### config.mk
export PLATFORM = sky130hd
export DESIGN_NAME = spi_reg_decoder
export DESIGN_NICKNAME = d
export VERILOG_FILES = /design/src/rtl/spi_reg_decoder.sv
export SDC_FILE = /design/constraint.sdc
export NUM_CORES = 1
export LEC_CHECK = 0
export CAP_MARGIN = 40
export CORE_MARGIN = 1
export CORE_UTILIZATION = 60
export CTS_CLUSTER_DIAMETER = 150
export DETAILED_ROUTE_END_ITERATION = 8
export DONT_BUFFER_PORTS = 1
export PLACE_DENSITY = 0.76
export SLEW_MARGIN = 20
export SYNTH_ARGS = -nofsm -noshare
export SYNTH_HDL_FRONTEND = slang
export SYNTH_SLANG_ARGS = --single-unit
### constraint.sdc
create_clock -name clk -period 2.6 [get_ports clk]
set_clock_uncertainty 0.1 [all_clocks]
set_input_delay 0.13 -clock clk [delete_from_list [all_inputs] [get_ports clk]]
set_output_delay 0.13 -clock clk [all_outputs]
set_load 0.02 [all_outputs]
### src/rtl/spi_reg_decoder.sv
// SPI slave register file: 16-bit frames (W, 7-bit address, 8-bit data), all
// logic in the clk domain with synchronised pin inputs.
// Optional feature: define SPI_READBACK_EN to return register contents on miso
// during read frames; without it miso is tied low.
module spi_reg_decoder #(
  parameter int unsigned NREG      = 4,
  parameter logic [7:0]  RESET_VAL = 8'h00
) (
  input  logic              clk,
  input  logic              rst,
  input  logic              sclk,
  input  logic              cs,
  input  logic              mosi,
  output logic              miso,
  output logic [8*NREG-1:0] reg_out,
  output logic [NREG-1:0]   wr_strobe,
  output logic              frame_err
);

  localparam int unsigned AW = 7;
  localparam int unsigned CW = 4;

  typedef enum logic [1:0] {IDLE, ADDR, DATA, WAIT_CS} state_t;

  state_t         state;
  logic           sclk_m, sclk_s, sclk_d;
  logic           cs_m, cs_s, cs_d;
  logic           mosi_m, mosi_s;
  logic [CW-1:0]  cnt;
  logic [6:0]     shift_q;
  logic           w_q;
  logic [AW-1:0]  addr_q;
  logic [1:0]     settle;
  logic [7:0]     regs [NREG];

  logic           sclk_fall_c, sclk_rise_c, cs_fall_c, cs_rise_c;
  logic [7:0]     bit_in_c;
  logic [AW-1:0]  addr_next_c;
  logic           addr_ok_c, addr_next_ok_c;

  // Two-flop synchronisers plus an edge-detect stage on sclk and cs
  always_ff @(posedge clk or posedge rst) begin
    if (rst) begin
      sclk_m <= 1'b0; sclk_s <= 1'b0; sclk_d <= 1'b0;
      cs_m   <= 1'b1; cs_s   <= 1'b1; cs_d   <= 1'b1;
      mosi_m <= 1'b0; mosi_s <= 1'b0;
    end else begin
      sclk_m <= sclk;   sclk_s <= sclk_m; sclk_d <= sclk_s;
      cs_m   <= cs;     cs_s   <= cs_m;   cs_d   <= cs_s;
      mosi_m <= mosi;   mosi_s <= mosi_m;
    end
  end

  assign sclk_fall_c    = sclk_d & ~sclk_s;
  assign sclk_rise_c    = ~sclk_d & sclk_s;
  assign cs_fall_c      = cs_d & ~cs_s;
  assign cs_rise_c      = ~cs_d & cs_s;
  assign bit_in_c       = {shift_q, mosi_s};
  assign addr_next_c    = {shift_q[5:0], mosi_s};
  assign addr_ok_c      = 32'(addr_q) < NREG;
  assign addr_next_ok_c = 32'(addr_next_c) < NREG;

`ifdef SPI_READBACK_EN
  logic [7:0] tx;
  logic [7:0] rd_byte_c;

  // Register selected by the address being completed this cycle
  always_comb begin
    rd_byte_c = 8'h00;
    for (int k = 0; k < int'(NREG); k++) begin
      if (AW'(k) == addr_next_c) rd_byte_c = regs[k];
    end
  end
`endif

  // Frame FSM, register file and registered outputs
  always_ff @(posedge clk or posedge rst) begin
    if (rst) begin
      state     <= IDLE;
      cnt       <= '0;
      shift_q   <= '0;
      w_q       <= 1'b0;
      addr_q    <= '0;
      settle    <= '0;
      miso      <= 1'b0;
      wr_strobe <= '0;
      frame_err <= 1'b0;
`ifdef SPI_READBACK_EN
      tx        <= '0;
`endif
      for (int k = 0; k < int'(NREG); k++) regs[k] <= RESET_VAL;
    end else begin
      wr_strobe <= '0;
      frame_err <= 1'b0;
      if (settle != 2'd3) settle <= settle + 2'd1;
      case (state)
        IDLE: begin
          miso <= 1'b0;
          // cs already low as reset lifted: skip that partial frame quietly
          if (settle != 2'd3 && !cs_s) begin
            state <= WAIT_CS;
          end else if (cs_fall_c) begin
            state   <= ADDR;
            cnt     <= '0;
            shift_q <= '0;
          end
        end
        ADDR: begin
          miso <= 1'b0;
          if (cs_rise_c) begin
            frame_err <= 1'b1;
            state     <= IDLE;
          end else if (sclk_fall_c) begin
            shift_q <= bit_in_c[6:0];
            cnt     <= cnt + 4'd1;
            if (cnt == 4'd7) begin
              w_q    <= shift_q[6];
              addr_q <= addr_next_c;
              state  <= DATA;
`ifdef SPI_READBACK_EN
              if (!shift_q[6] && addr_next_ok_c) begin
                tx   <= rd_byte_c;
                miso <= rd_byte_c[7];
              end else begin
                tx   <= '0;
              end
`endif
            end
          end
        end
        DATA: begin
          if (sclk_fall_c && cnt == 4'd15) begin
            // 16th bit wins over a coincident cs rise
            miso  <= 1'b0;
            state <= cs_rise_c ? IDLE : WAIT_CS;
            if (w_q) begin
              if (addr_ok_c) begin
                for (int k = 0; k < int'(NREG); k++) begin
                  if (AW'(k) == addr_q) begin
                    regs[k]      <= bit_in_c;
                    wr_strobe[k] <= 1'b1;
                  end
                end
              end else begin
                frame_err <= 1'b1;
              end
            end
          end else if (cs_rise_c) begin
            miso      <= 1'b0;
            frame_err <= 1'b1;
            state     <= IDLE;
          end else if (sclk_fall_c) begin
            shift_q <= bit_in_c[6:0];
            cnt     <= cnt + 4'd1;
          end else if (sclk_rise_c) begin
`ifdef SPI_READBACK_EN
            tx   <= {tx[6:0], 1'b0};
            miso <= tx[6];
`else
            miso <= 1'b0;
`endif
          end
        end
        WAIT_CS: begin
          miso <= 1'b0;
          if (cs_rise_c) state <= IDLE;
        end
        default: state <= IDLE;
      endcase
    end
  end

  // Flatten register file onto reg_out
  for (genvar gi = 0; gi < int'(NREG); gi++) begin : g_out
    assign reg_out[8*gi +: 8] = regs[gi];
  end

endmodule
After elaboration in Yosys (flattened, before gate mapping) --
Cells that the tools add are included.
Word-level totals: output and inout bits 38, word-level logic and storage cells 104, register bits after elaboration 69
Operators by class: reductions and logical operators 15, equality and inequality tests 17, bitwise operators 9, muxes and demuxes 39, $add $sub $neg 2, $lt $le $gt $ge 1
Operators by type and width (count):
- $mux W4 | 9
- $mux W7 | 5
- $pmux W7 S3 | 1
- $reduce_and A5 Y1 | 4
- $mux W2 | 8
- $eq A2 B7 Y1 const A | 2
- $mux W1 | 12
- $pmux W4 S3 | 1
- $ne A3 B3 Y1 const B | 3
- $ne A2 B2 Y1 const B | 4
- $ne A4 B4 Y1 const B | 2
- $pmux W2 S4 | 1
- $reduce_and A4 Y1 | 2
- $eq A1 B7 Y1 const A | 1
- $logic_not A7 Y1 | 1
- $lt A7 B3 Y1 const B | 1
- $not A1 Y1 | 5
- $add A4 B1 Y4 const B | 1
- $and A1 B1 Y1 | 4
- $eq A2 B2 Y1 const B | 2
- $eq A4 B3 Y1 const B | 1
- $eq A4 B4 Y1 const B | 1
- $pmux W1 S2 | 2
- $reduce_and A3 Y1 | 1
- other kinds (8) | 9

Logic depth before layout (Yosys ltp) --
Gate-level depths: netlist (run 1).
word-level depth 7, mapped depth 7

Worst setup path before layout (run 1) --
No wires, ideal clock.
kind reg2reg, start register cnt[0], end register cnt[0], setup slack 612 ps, required time 2375 ps, cell stages (with the launch flop) 8, arrival 1763 ps, cell sequence dfrtp_1 > ha_1 > and4b_1 > and3_1 > buf_6 > a211o_1 > buf_6 > mux2_4
Between the ends: cells in the longest elaborated chain, start to end 5
Ends and longest elaborated chain:
- start: declaration | RTL line 29 | logic [CW-1:0] cnt;
- start signal: assignment | RTL line 115 | cnt <= cnt + 4'd1;
- start signal: assignment | RTL line 154 | cnt <= cnt + 4'd1;
- $add A4 B1 Y4 | RTL line 115, 154
- $mux W4 | RTL line 113, 152
- $mux W4 | RTL line 110 | if (cs_rise_c) begin
- $mux W4 | RTL line 132 | if (sclk_fall_c && cnt == 4'd15) begin
- $pmux W4 S3 | RTL line 96 | case (state)
Several ways; a longest one is shown, not always the timed one. The select of a mux whose other input is x is not followed. A chain may end at the register's enable or synchronous reset.

Final worst setup path (run 1) --
start register cnt[0], end register regs (netlist bit reg_out[6])
Between the ends: cells in the longest elaborated chain, start to end 3
Ends and longest elaborated chain:
- $eq A4 B4 Y1 | RTL line 132
- $logic_and A1 B1 Y1 | RTL line 132
- $reduce_and A5 Y1 (no line)
- end signal: indexed assignment | RTL line 140 | regs[k] <= bit_in_c;
- end: declaration | RTL line 34 | logic [7:0] regs [NREG];
No other way between the ends.

==> results.py, run 1 <==
metrics = {
    "setup_path": {
        "critPathBufInv": 0,
        "worst_r2r_path_depth": 5,
        "cp.required_ns": 2.73,
        "cp.arrival_ns": 2.55,
        "r2r-end": "reg_out[6]",
        "worstSetupEndpointType": "flop",
        "critical_path_class": "flop to flop",
        "rrSetupSlack_ns": 0.18,
        "cp_slowest_stage_delay_ns": 0.58,
        "start_kind": "flop",
        "rr_startpoint": "cnt[0]",
        "crit_family": "simple AND/OR/NAND/NOR gates",
        "worstPathMaxFanout": 10,
        "cp_common_cell": "and4b_1",
        "worstPathCellList": "ha_1 > and4b_1 > and3_1 > and4b_1 > mux2_2",
        "crit_path_top_delay_cell": "and4b_1",
    },
    "clocking": {
        "clockBufferDepth": 2,
        "cts_tree": "done",
        "cts_root_buf": "clkbuf_8",
        "clkTransAtPathRegs_ns": 0.07,
        "postCtsSetupRepairBufs": 0,
        "htreeDepth": 3,
        "cts_sinks": 68,
        "cts_buffers": 9,
        "clk_latency_ns": 0.34,
    },
    "power": {
        "pwr-share-clk_pct": 34.4,
        "vdd_ir_drop_max_mv": 0.545,
        "p_sw_mw": 0.801,
        "p_seq_share_pct": 44.6,
        "comb_power_share_pct": 21.1,
        "powerDensity_nw_per_um2": 865,
        "p_leak_nw": 1.54,
        "sw_frac_of_total_pct": 29.2,
        "cellInternalPower_mw": 1.94,
    },
    "floorplan": {
        "io_pins": 43,
        "die_x_um": 71.2,
        "die-area_um2": 5070,
        "placeableCoreArea_um2": 4470,
        "num_rows": 24,
        "start_util_pct": 64.2,
        "fp.dieH_um": 71.2,
    },
    "finish": {
        "final-instance-count-excl-fill": 279,
        "diodes": 0,
        "fill_cells": 307,
        "drive_above_1_share_pct": 28.6,
        "final_net_count": 235,
        "syn2layout_area_growth_pct": 10.4,
        "final_util_pct": 70.8,
    },
    "timing": {
        "rsz0062_at_grt": "false",
        "finalCritPeriodShare_pct": 93.1,
        "setup_viol": 0,
        "worst_pin_slew_ns": 0.520,
        "period_minus_slack_ns": 2.42,
        "fmax_mhz": 413,
        "final_max_slew_viol_count": 0,
        "finalSetupTns_ns": 0,
        "maxSlewHeadroom_pct": 65.3,
        "hold_viol_final": 0,
        "whs_ns": 0.174,
    },
    "drt": {
        "routed_via_density": 6.14,
        "drtIter0Drc": 126,
        "first_pass_iters": 6,
        "routed_wl_mm": 5.23,
        "post_drt_wl_per_cell_um": 18.8,
        "drc": 4,
        "num_vias": 1713,
        "detail-route-antenna-nets": 0,
    },
    "logic_synthesis": {
        "synth.most_common_cell": "dfrtp_1",
        "synth_area_leader_cell": "dfrtp_1",
        "synth_edf_count": 0,
        "ys_ff_latch": 68,
        "synth-main-ff-cell": "dfrtp_1",
        "synth_cell_types": 40,
        "synth_cells": 212,
        "postSynth.asyncResetShare_pct": 100,
        "syn_avg_cell_area_um2": 13.5,
        "synth_area_leaders": "dfrtp_1 57%, mux2_2 16%, mux2i_1 3.1%, ha_1 3.1%, dfstp_2 2.7%",
        "syn-num-nets": 224,
        "synth_warnings": 0,
        "synthTopCellsByCount": "65 x dfrtp_1, 40 x mux2_2, 13 x inv_1, 13 x nand2_1, 9 x mux2i_1",
        "synth_seq_area_share_pct": 59.4,
        "syn-cell-area_um2": 2870,
        "synth_top_area_share_pct": 56.6,
    },
    "job": {
        "drv_cap": 0,
    },
    "placed_design": {
        "place_hpwl_mm": 3.44,
        "io_buffers": 0,
        "gp_congestion": 0.796,
        "dp_cells": 260,
    },
    "grt": {
        "grt_pass1_vias": 1827,
        "grt_overflow": 0,
        "grt_pass1_wl_mm": 8.86,
        "grt_usage_pct": 23.9,
        "grt_max_degree": 26,
        "antenna_found_initial": 0,
    },
    "worst_hold_path": {
        "hold_path_class": "input port to async pin",
    },
    "run_status": {
        "status": "finished with violations",
        "violations": "DRC",
    },
}
==> logic make-up (layout without fill, tap and decap cells) <==
logic type                 after synthesis  in the layout  synth area share (%)
buffers and inverters                   21             36                  3.53
xor gates and xnor gates                 1              1                 0.305
DFF                                     68             68                  59.4
and+or+nand+nor                         46             46                  10.0
other                                    1              1                 0.131
AOI/OAI and AO/OA                       18             18                  4.23
muxes                                   50             50                  19.3
adders and majority gates                7              7                  3.05
==> metal layers <==
metal	up-vias	track usage, %	routed length, µm
li1	770	-	-
met1	881	29.7	2320
met2	56	37.1	2520
met3	6	9.83	320
met4	0	10.0	70
met5	-	0	0
==> metrics by stage <==
stage	setup WS (ns)	area, µm²	power (mW)
5_1_grt	0.0728	3170	2.86
2_1_floorplan	0.612	2870	1.67
3_3_place_gp	0.336	2910	1.75
3_5_place_dp	0.210	2910	1.80
4_1_cts	0.198	3170	2.75
6_report	0.179	3170	2.74
==> cells in the final DEF (no fill, tap or decap), types with 4 or more instances in the layout <==
cell           Yosys  routed
clkbuf_8           0      10
dlygate4sd3_1      0       4
o21ai_0            5       5
dfrtp_1           65      65
mux2_2            40      40
buf_4              1       4
nand2_1           13      13
nor3_1             4       4
and4b_1            4       4
ha_1               7       7
inv_1             13      12
mux2i_1            9       9
==> power by group through the flow <==
stage / registers, mW / logic [mW] / clock network (mW)
2_1_floorplan: 1.21 / 0.460 / 0
3_3_place_gp: 1.23 / 0.517 / 0
3_5_place_dp: 1.24 / 0.556 / 0
4_1_cts: 1.22 / 0.578 / 0.952
5_1_grt: 1.23 / 0.630 / 0.994
6_report: 1.22 / 0.577 / 0.943
==> area by class of cell <==
class	instances	area [µm²]	share of cell area, %
repair buffers	8	70.1	2.21
clock inverters	4	73.8	2.33
clock buffers	11	141	4.46
well taps	52	65.1	2.05
flip-flops and latches	68	1710	53.8
inverters	13	48.8	1.54
multi-input cells	123	1060	33.6
==> worst max path at each step <==
stage,from,end,slack [ns],depth (start not counted)
floorplan,cnt[0],cnt[0],0.61,7
global placement,cnt[0],reg_out[3],0.34,5
detailed placement,cnt[0],reg_out[6],0.21,5
CTS,cnt[0],reg_out[6],0.20,5
global route,cnt[0],reg_out[3],0.07,5
finish,cnt[0],reg_out[6],0.18,5
==> flip-flops by register name, indices dropped and copies added (netlist names) <==
signal	flops
mosi_s	1
sclk_m	1
mosi_m	1
sclk_d	1
wr_strobe	4
cs_m	1
shift_q	7
sclk_s	1
cs_s	1
cs_d	1
settle	2
w_q	1
state	2
addr_q	7
reg_out	32
cnt	4
frame_err	1
==> worst reg2reg max path: cells and delay by family (launching register included) <==
kind / cells / cell delay [ns]
muxes: 1 / 0.40
DFF: 1 / 0.40
and+or+nand+nor: 3 / 1.19
adders and majority gates: 1 / 0.21
==> what timing repair did <==
action / 4_1_cts / 5_1_grt
hold endpoints to repair: 26 / 0
resized for setup: 0 / 0
hold buffers: 4 / 0
No activity file was read; power rests on OpenSTA's default activity.
==> inputs of run 2 (changes only) <==
--- a/config.mk
+++ b/config.mk
@@ -7,11 +7,10 @@
 export LEC_CHECK = 0
 export CAP_MARGIN = 40
 export CORE_MARGIN = 1
-export CORE_UTILIZATION = 60
+export CORE_UTILIZATION = 35
 export CTS_CLUSTER_DIAMETER = 150
 export DETAILED_ROUTE_END_ITERATION = 8
 export DONT_BUFFER_PORTS = 1
-export PLACE_DENSITY = 0.76
 export SLEW_MARGIN = 20
 export SYNTH_ARGS = -nofsm -noshare
 export SYNTH_HDL_FRONTEND = slang
==> run 2 against run 1 <==
The run now ends clean. Highest routed layer unchanged. Combinational power up 1%. Core utilization down 29 points. Sequential power hardly changed. Critical path depth stayed put. Routed wire length up 6.1%. Register-to-register slack gained 0.07 ns.
==> results.py, run 2 (same netlist as run 1, synthesis figures left out) <==
metrics = {
    "setup_path": {
        "cp.required_ns": 2.73,
        "start_kind": "flop",
        "worstPathCellList": "ha_1 > and4b_1 > and3_1 > and4b_1 > mux2_2",
        "worstSetupEndpointType": "flop",
        "critPathBufInv": 0,
        "cp_common_cell": "and4b_1",
        "worstPathMaxFanout": 10,
        "crit_path_top_delay_cell": "and4b_1",
        "critical_path_class": "flop to flop",
        "cp.arrival_ns": 2.48,
        "cp_slowest_stage_delay_ns": 0.56,
        "crit_family": "simple AND/OR/NAND/NOR gates",
    },
    "floorplan": {
        "die-area_um2": 8570,
        "placeableCoreArea_um2": 7850,
        "io_pins": 43,
        "start_util_pct": 36.6,
        "num_rows": 32,
        "die_x_um": 92.6,
        "fp.dieH_um": 92.6,
    },
    "clocking": {
        "clkTransAtPathRegs_ns": 0.08,
        "cts_buffers": 9,
        "clockBufferDepth": 2,
        "clk_latency_ns": 0.34,
        "postCtsSetupRepairBufs": 0,
        "cts_sinks": 68,
        "cts_tree": "done",
        "cts_root_buf": "clkbuf_8",
        "htreeDepth": 3,
    },
    "timing": {
        "maxSlewHeadroom_pct": 57.4,
        "period_minus_slack_ns": 2.35,
        "setup_viol": 0,
        "hold_viol_final": 0,
        "fmax_mhz": 425,
        "whs_ns": 0.225,
        "rsz0062_at_grt": "false",
        "finalSetupTns_ns": 0,
        "final_max_slew_viol_count": 0,
        "finalCritPeriodShare_pct": 90.6,
        "worst_pin_slew_ns": 0.634,
    },
    "finish": {
        "largest_reg_flops": 32,
        "final_net_count": 236,
        "final_common_cell": "dfrtp_1",
        "diodes": 0,
        "layout_common_cells": "65 x dfrtp_1, 40 x mux2_2, 13 x nand2_1",
        "seq_area_um2": 1710,
        "multi_input_area_um2": 1060,
        "drive_above_1_share_pct": 29.7,
        "fill_cells": 765,
        "syn2layout_area_growth_pct": 13.1,
    },
    "power": {
        "cellInternalPower_mw": 1.89,
        "p_seq_share_pct": 45.1,
        "p_leak_nw": 1.55,
        "powerDensity_nw_per_um2": 836,
        "comb_power_share_pct": 21.5,
        "p_sw_mw": 0.825,
        "pwr-share-clk_pct": 33.3,
        "vdd_ir_drop_max_mv": 0.325,
        "sw_frac_of_total_pct": 30.4,
    },
    "grt": {
        "grt_overflow": 0,
        "antenna_found_initial": 0,
        "grt_pass1_vias": 1685,
        "grt_usage_pct": 14.2,
        "grt_pass1_wl_mm": 8.98,
        "grt_max_degree": 42,
    },
    "worst_hold_path": {
        "hold_path_class": "input port to async pin",
    },
    "drt": {
        "drtIter0Drc": 117,
        "num_vias": 1659,
        "drc": 0,
        "post_drt_wl_per_cell_um": 16.8,
        "detail-route-antenna-nets": 0,
        "routed_via_density": 5.01,
        "routed_wl_mm": 5.55,
        "first_pass_iters": 4,
    },
    "placed_design": {
        "io_buffers": 0,
        "place_hpwl_mm": 3.69,
        "gp_congestion": 0.779,
    },
    "run_status": {
        "status": "finished, final reports clean",
    },
    "job": {
        "drv_cap": 0,
    },
}
==> run 2: layout make-up <==
class	count	area share (%)
well taps	102	3.93
clock inverters	5	1.81
multi-input cells	123	32.8
flip-flops and latches	68	52.5
inverters	13	1.50
repair buffers	9	2.77
clock buffers	11	4.66
==> run 2: final timing paths <==
| path | startpoint | endpoint | slack (ns) | cells past startpoint |
|---|---|---|---|---|
| worst max-delay path | cnt[0] | reg_out[6] | 0.25 | 5 |
| worst min-delay path | rst | reg_out[11] | 0.22 | 2 |
| worst max register to register | cnt[0] | reg_out[6] | 0.25 | 5 |
| worst min register to register | sclk_m | sclk_s | 0.25 | 0 |
| max in group asynchronous | rst | reg_out[7] | 1.54 | 3 |
| min in group clk | cs | cs_m | 0.23 | 1 |
==> run 2: metal layers <==
metal	GRT usage (%)	share of wire (%)
met5	0	0
met4	6.51	2.0
met3	6.40	6.3
met2	20.1	44
met1	18.4	47
==> run 2: worst register-to-register path, stage by stage (launching register included) <==
cell and delay [ns]:
dfrtp_1 0.38, ha_1 0.19, and4b_1 0.24, and3_1 0.38, and4b_1 0.56, mux2_2 0.40
==> run 2: power groups by stage <==
stage / clock network [mW] / logic, mW / registers, mW
2_1_floorplan: 0 / 0.460 / 1.21
3_3_place_gp: 0 / 0.577 / 1.24
3_5_place_dp: 0 / 0.583 / 1.25
4_1_cts: 0.935 / 0.592 / 1.23
5_1_grt: 0.970 / 0.647 / 1.24
6_report: 0.904 / 0.584 / 1.22
==> run 2: stage by stage <==
stage                     utilization, %  setup slack, ns  cell area [µm²]  std cells  power [mW]
after CTS                           41.4            0.247             3250        331        2.75
after detailed placement            38.2            0.258             3000        311        1.83
after global placement              38.2            0.379             3000        311        1.82
final                               41.4            0.245             3250        331        2.71
after global routing                41.4           0.0891             3250        331        2.86
after floorplan                        -            0.612             2870        212        1.67
==> run 2: repair_timing <==
action,CTS,global route
endpoints found under the hold margin,27,0
hold buffers,4,0
resized for setup,0,0
